### src/rtl/dmem_pkg.sv
// Shared types and bus widths for the data-memory bus bridge.
// The optional watchdog is enabled by defining DMEM_BRIDGE_TIMEOUT_EN.
package dmem_pkg;

   localparam int MEM_ADDR_BUS  = 32;
   localparam int MEM_DATA_BUS  = 32;
   localparam int MEM_WMASK_BUS = MEM_DATA_BUS / 8;

   // state | meaning
   // IDLE  | no access in flight; a new request is latched here
   // REQ   | bus_req asserted, waiting for bus_gnt
   // WAIT  | load granted, waiting for bus_rvalid
   // DONE  | stall released for one cycle; mem_rd holds the result
   typedef enum logic [1:0] {
      IDLE = 2'd0,
      REQ  = 2'd1,
      WAIT = 2'd2,
      DONE = 2'd3
   } dmem_state_t;

endpackage

### src/rtl/dmem_timeout_counter.sv
// Watchdog down-counter for dmem_bridge, built only with DMEM_BRIDGE_TIMEOUT_EN.
// Loaded on clear; expired flags the LIMIT-th enabled cycle after a clear.
module dmem_timeout_counter #(
   parameter int LIMIT = 255
) (
   input  logic clk,
   input  logic rst_n,
   input  logic clear,
   input  logic enable,
   output logic expired
);

   localparam int CNT_W = ($clog2(LIMIT + 1) > 8) ? $clog2(LIMIT + 1) : 8;
   localparam logic [CNT_W-1:0] LOAD_VAL = CNT_W'(LIMIT - 1);

   logic [CNT_W-1:0] r_cnt;

   always_ff @(posedge clk or negedge rst_n) begin
      if (!rst_n) begin
         r_cnt <= LOAD_VAL;
      end else if (clear) begin
         r_cnt <= LOAD_VAL;
      end else if (enable && (r_cnt != '0)) begin
         r_cnt <= r_cnt - 1'b1;
      end
   end

   assign expired = enable && (r_cnt == '0);

endmodule

### src/rtl/dmem_bridge.sv
// Converts the single-cycle data memory port into a req/gnt/rvalid bus access,
// stalling the pipeline meanwhile. Watchdog abort enabled by DMEM_BRIDGE_TIMEOUT_EN.
module dmem_bridge
   import dmem_pkg::*;
#(
   parameter int ADDR_W         = MEM_ADDR_BUS,
   parameter int DATA_W         = MEM_DATA_BUS,
   parameter int TIMEOUT_CYCLES = 255
) (
   input  logic                clk,
   input  logic                rst_n,
   input  logic                req_valid,
   input  logic                mem_we,
   input  logic [ADDR_W-1:0]   mem_a,
   input  logic [DATA_W-1:0]   mem_wd,
   input  logic [DATA_W/8-1:0] mem_wmask,
   output logic [DATA_W-1:0]   mem_rd,
   output logic                stall,
   output logic                err,
   output logic                bus_req,
   output logic                bus_we,
   output logic [ADDR_W-1:0]   bus_addr,
   output logic [DATA_W-1:0]   bus_wdata,
   output logic [DATA_W/8-1:0] bus_wstrb,
   input  logic                bus_gnt,
   input  logic                bus_rvalid,
   input  logic [DATA_W-1:0]   bus_rdata
);

   dmem_state_t r_state, w_state_nxt;

   logic                r_we;
   logic [ADDR_W-1:0]   r_addr;
   logic [DATA_W-1:0]   r_wdata;
   logic [DATA_W/8-1:0] r_wstrb;
   logic [DATA_W-1:0]   r_rdata;
   logic                r_err;

   logic w_capture;
   logic w_timeout;
   logic w_expired;
   logic w_cnt_clear;
   logic w_cnt_en;
   logic w_accept;

   assign w_accept    = (r_state == IDLE) && req_valid;
   assign w_cnt_clear = w_accept;
   assign w_cnt_en    = (r_state == REQ) || (r_state == WAIT);

   always_comb begin
      w_state_nxt = r_state;
      w_capture   = 1'b0;
      w_timeout   = 1'b0;
      case (r_state)
         IDLE: if (req_valid) w_state_nxt = REQ;
         REQ: begin
            // A completed handshake wins over a watchdog hit in the same cycle.
            if (bus_gnt && (r_we || bus_rvalid)) begin
               w_state_nxt = DONE;
               w_capture   = !r_we;
            end else if (w_expired) begin
               w_state_nxt = DONE;
               w_timeout   = 1'b1;
            end else if (bus_gnt) begin
               w_state_nxt = WAIT;
            end
         end
         WAIT: begin
            if (bus_rvalid) begin
               w_state_nxt = DONE;
               w_capture   = 1'b1;
            end else if (w_expired) begin
               w_state_nxt = DONE;
               w_timeout   = 1'b1;
            end
         end
         DONE:    w_state_nxt = IDLE;
         default: w_state_nxt = IDLE;
      endcase
   end

   always_ff @(posedge clk or negedge rst_n) begin
      if (!rst_n) begin
         r_state <= IDLE;
      end else begin
         r_state <= w_state_nxt;
      end
   end

   always_ff @(posedge clk or negedge rst_n) begin
      if (!rst_n) begin
         r_we    <= 1'b0;
         r_addr  <= '0;
         r_wdata <= '0;
         r_wstrb <= '0;
      end else if (w_accept) begin
         r_we    <= mem_we;
         r_addr  <= {mem_a[ADDR_W-1:2], 2'b00};
         r_wdata <= mem_wd;
         r_wstrb <= mem_wmask;
      end
   end

   always_ff @(posedge clk or negedge rst_n) begin
      if (!rst_n) begin
         r_rdata <= '0;
         r_err   <= 1'b0;
      end else begin
         r_err <= w_timeout;
         if (w_capture) begin
            r_rdata <= bus_rdata;
         end else if (w_timeout) begin
            r_rdata <= '0;
         end
      end
   end

`ifdef DMEM_BRIDGE_TIMEOUT_EN
   dmem_timeout_counter #(
      .LIMIT (TIMEOUT_CYCLES)
   ) u_timeout (
      .clk     (clk),
      .rst_n   (rst_n),
      .clear   (w_cnt_clear),
      .enable  (w_cnt_en),
      .expired (w_expired)
   );
   assign err = r_err;
`else
   localparam int unused_timeout_cycles = TIMEOUT_CYCLES;
   logic unused_cnt;
   assign unused_cnt = w_cnt_clear ^ w_cnt_en ^ r_err;
   assign w_expired  = 1'b0;
   assign err        = 1'b0;
`endif

   logic unused_addr_lsb;
   assign unused_addr_lsb = ^mem_a[1:0];

   // Gated with rst_n so a held req_valid cannot keep the pipeline frozen during reset.
   assign stall     = rst_n && ((r_state == IDLE) ? req_valid : (r_state != DONE));
   assign bus_req   = (r_state == REQ);
   assign bus_we    = r_we;
   assign bus_addr  = r_addr;
   assign bus_wdata = r_wdata;
   assign bus_wstrb = r_wstrb;
   assign mem_rd    = r_rdata;

endmodule

### config.mk
export PLATFORM = sky130hd
export DESIGN_NAME = dmem_bridge
export DESIGN_NICKNAME = d
export VERILOG_FILES = /design/src/rtl/dmem_pkg.sv /design/src/rtl/dmem_timeout_counter.sv /design/src/rtl/dmem_bridge.sv
export SDC_FILE = /design/constraint.sdc
export NUM_CORES = 1
export LEC_CHECK = 0
export BUFFER_PORTS_ARGS = -buffer_cell sky130_fd_sc_hd__buf_2
export CELL_PAD_IN_SITES_DETAIL_PLACEMENT = 0
export CELL_PAD_IN_SITES_GLOBAL_PLACEMENT = 2
export CORE_ASPECT_RATIO = 0.75
export CORE_UTILIZATION = 25
export CTS_BUF_LIST = sky130_fd_sc_hd__clkbuf_16
export DETAILED_ROUTE_END_ITERATION = 10
export HOLD_SLACK_MARGIN = 0.05
export PLACE_DENSITY = 0.83
export SLEW_MARGIN = 20
export SYNTH_ARGS = -nofsm -noshare
export SYNTH_HDL_FRONTEND = slang
export SYNTH_SLANG_ARGS = --single-unit
### constraint.sdc
create_clock -name clk -period 1.65 [get_ports clk]
set_input_delay 0.33 -clock clk [delete_from_list [all_inputs] [get_ports clk]]
set_output_delay 0.33 -clock clk [all_outputs]
set_load 0.05 [all_outputs]
==> flow_summary.json <==
{
  "status": "finished with violations",
  "violations": "negative setup slack",
  "period_minus_slack_ns": 1.825,
  "antenna_left": 0,
  "holdWs_ns": 0.1369,
  "vias": 2757,
  "portBuffers": 204,
  "clock-sinks": 101,
  "grt_pass1_vias": 2779,
  "drcViolationCount": 0,
  "pre_cts_ws_ns": -0.07587,
  "synth.area.mux_share_pct": 28.71,
  "synth_cells": 237,
  "critPathRequiredTime_ns": 1.87,
  "routed_wl_um": 9564,
  "gr-total-overflow": 0,
  "cts.clk_slew.worst_paths_ns": 0.07,
  "synth_area_um2": 3923,
  "endpoint_kind": "register",
  "ys_types": 19,
  "cts_root_buffer": "clkbuf_16",
  "fin_skew_ns": 0.004393,
  "drive_gt1_share_pct": 75.27,
  "synthXorXnorAreaFrac_pct": 0,
  "yosys.area_share.simple_pct": 1.404,
  "critPathMaxFanout": 8,
  "setup_viol": 35,
  "synth_compound_area_share_pct": 1.148,
  "yosysSeqAreaShare_pct": 64.43,
  "startpoint_type": "register",
  "diodes": 0,
  "initial_utilization_pct": 25.68,
  "dieHeight_um": 110.5,
  "clk_latency_ns": 0.34,
  "hold_class": "input port to async pin",
  "max_freq_mhz": 548.0,
  "via_per_inst": 4.140,
  "drt_iter0_drc": 55,
  "cts_hold_buffers": 0,
  "antenna_found_initial": 0,
  "numCtsBuffers": 9,
  "synth_top_family_by_area": "multiplexers",
  "cts_tree": "built",
  "dieArea_um2": 16200,
  "rsz0062_at_grt": "true",
  "async_flop_share_pct": 100.0,
  "maxSlewHeadroom_pct": 53.93,
  "area_growth_pct": 49.09,
  "rows": 39,
  "report.final.slew_viol_count": 0,
  "synth-seq-cells": 101,
  "synth_ff_type": "dfrtp_1",
  "final_common_cell": "buf_2",
  "ios": 210,
  "min_period_over_period_pct": 110.6,
  "hold_viol": 0,
  "cp.arrival_ns": 2.05,
  "gp_congestion": 0.7929,
  "grt_pass1_wl_um": 14100,
  "mostFrequentLayoutCells": "201 x buf_2, 100 x dfrtp_1, 67 x mux2_2",
  "critPathKind": "register to register",
  "htree_levels": 3,
  "grt_max_degree": 54,
  "avgRoutedWirePerCell_um": 14.36,
  "core-area_um2": 15270,
  "synth.avg_cell_area_um2": 16.55,
  "final_nets": 567,
  "die_w_um": 146.6,
  "synthAdderAreaFrac_pct": 1.595,
  "grt_usage_pct": 11.25,
  "tightest_slew_ns": 0.6910,
  "max_cap_viol_count": 0,
  "yosysWarnings": 0,
  "fillCellCount": 1464,
  "dp_hpwl_um": 6649,
  "drtPass1Iterations": 4,
  "worst_slack_ns": -0.1747,
  "cts_max_path_buffers": 2,
  "synth_edf_count": 0
}
[cell usage after synthesis, drive strengths merged, types with 2 or more instances]
library cell	instances	area (um^2)
dfrtp	101	2527
inv	3	11.26
nor2	2	7.510
nor3	2	10.01
nor2b	3	18.77
mux2	100	1126
ha	5	62.56
buf	13	91.33
[sequential cells by signal, indices dropped and copies added (netlist names)]
signal and count:
bus_we 1, bus_wstrb 4, bus_addr 30, bus_wdata 32, r_state 2, mem_rd 32
[cell families (layout without fill, tap and decap cells)]
group | count (synthesis) | after routing
AOI/OAI and AO/OA | 4 | 4
DFF | 101 | 101
muxes | 100 | 100
adders and majority gates | 5 | 5
and+or+nand+nor | 10 | 10
buffers and inverters | 16 | 238
other | 1 | 3
[stage by stage]
step	setup TNS (ns)	cells	cell area, um^2	util (%)
detailed placement	-2.079	644	5248	34.36
CTS	-5.399	661	5614	36.76
global route	-6.111	666	5848	38.29
global placement	-1.187	644	5248	34.36
floorplan	-4.529	239	3946	-
finish	-5.301	666	5848	38.29
[critical path, cell delays in order, from the launching register on]
cell	delay [ns]
dfrtp_1	0.42
buf_6	0.14
ha_4	0.14
and3b_2	0.21
o211ai_4	0.17
buf_12	0.15
clkbuf_16	0.17
mux2_4	0.30
[cell type report]
type	count	area, um^2	area share (%)
Tap cell	205	256.5	4.386
Sequential cell	101	2529	43.24
Multi-Input combinational cell	122	1486	25.42
Clock inverter	7	90.09	1.540
Clock buffer	9	225.2	3.851
Inverter	3	11.26	0.1926
Timing Repair Buffer	219	1250	21.37
[worst paths after layout]
| check | end | cells after the start | startpoint | slack, ns |
|---|---|---|---|---|
| min in group clk | bus_wdata[28] | 2 | mem_wd[28] | 0.21 |
| worst max register to register | mem_rd[7] | 7 | r_state[0] | -0.17 |
| max in group asynchronous | bus_wstrb[3] | 2 | rst_n | 1.03 |
| worst min register to register | bus_wdata[6] | 1 | bus_wdata[6] | 0.50 |
| worst min-delay path | mem_rd[6] | 2 | rst_n | 0.14 |
| worst max-delay path | mem_rd[7] | 7 | r_state[0] | -0.17 |
[layer usage]
| metal | track usage [%] | up-vias | routed length (um) |
|---|---|---|---|
| met3 | 4.421 | 11 | 795 |
| met5 | 0 | - | 0 |
| li1 | - | 1261 | - |
| met2 | 18.04 | 129 | 4497 |
| met1 | 13.58 | 1356 | 4140 |
| met4 | 4.167 | 0 | 132 |
[what timing repair did]
item                                    CTS  global route
gates cloned                              0             3
endpoints found under the setup margin   36            35
buffers inserted                          1             2
pin swaps                                 2             4
gates resized for setup                  12            40
Power is not shown: default switching activity piles up to over one toggle a cycle in this logic, so the estimate is an artifact.
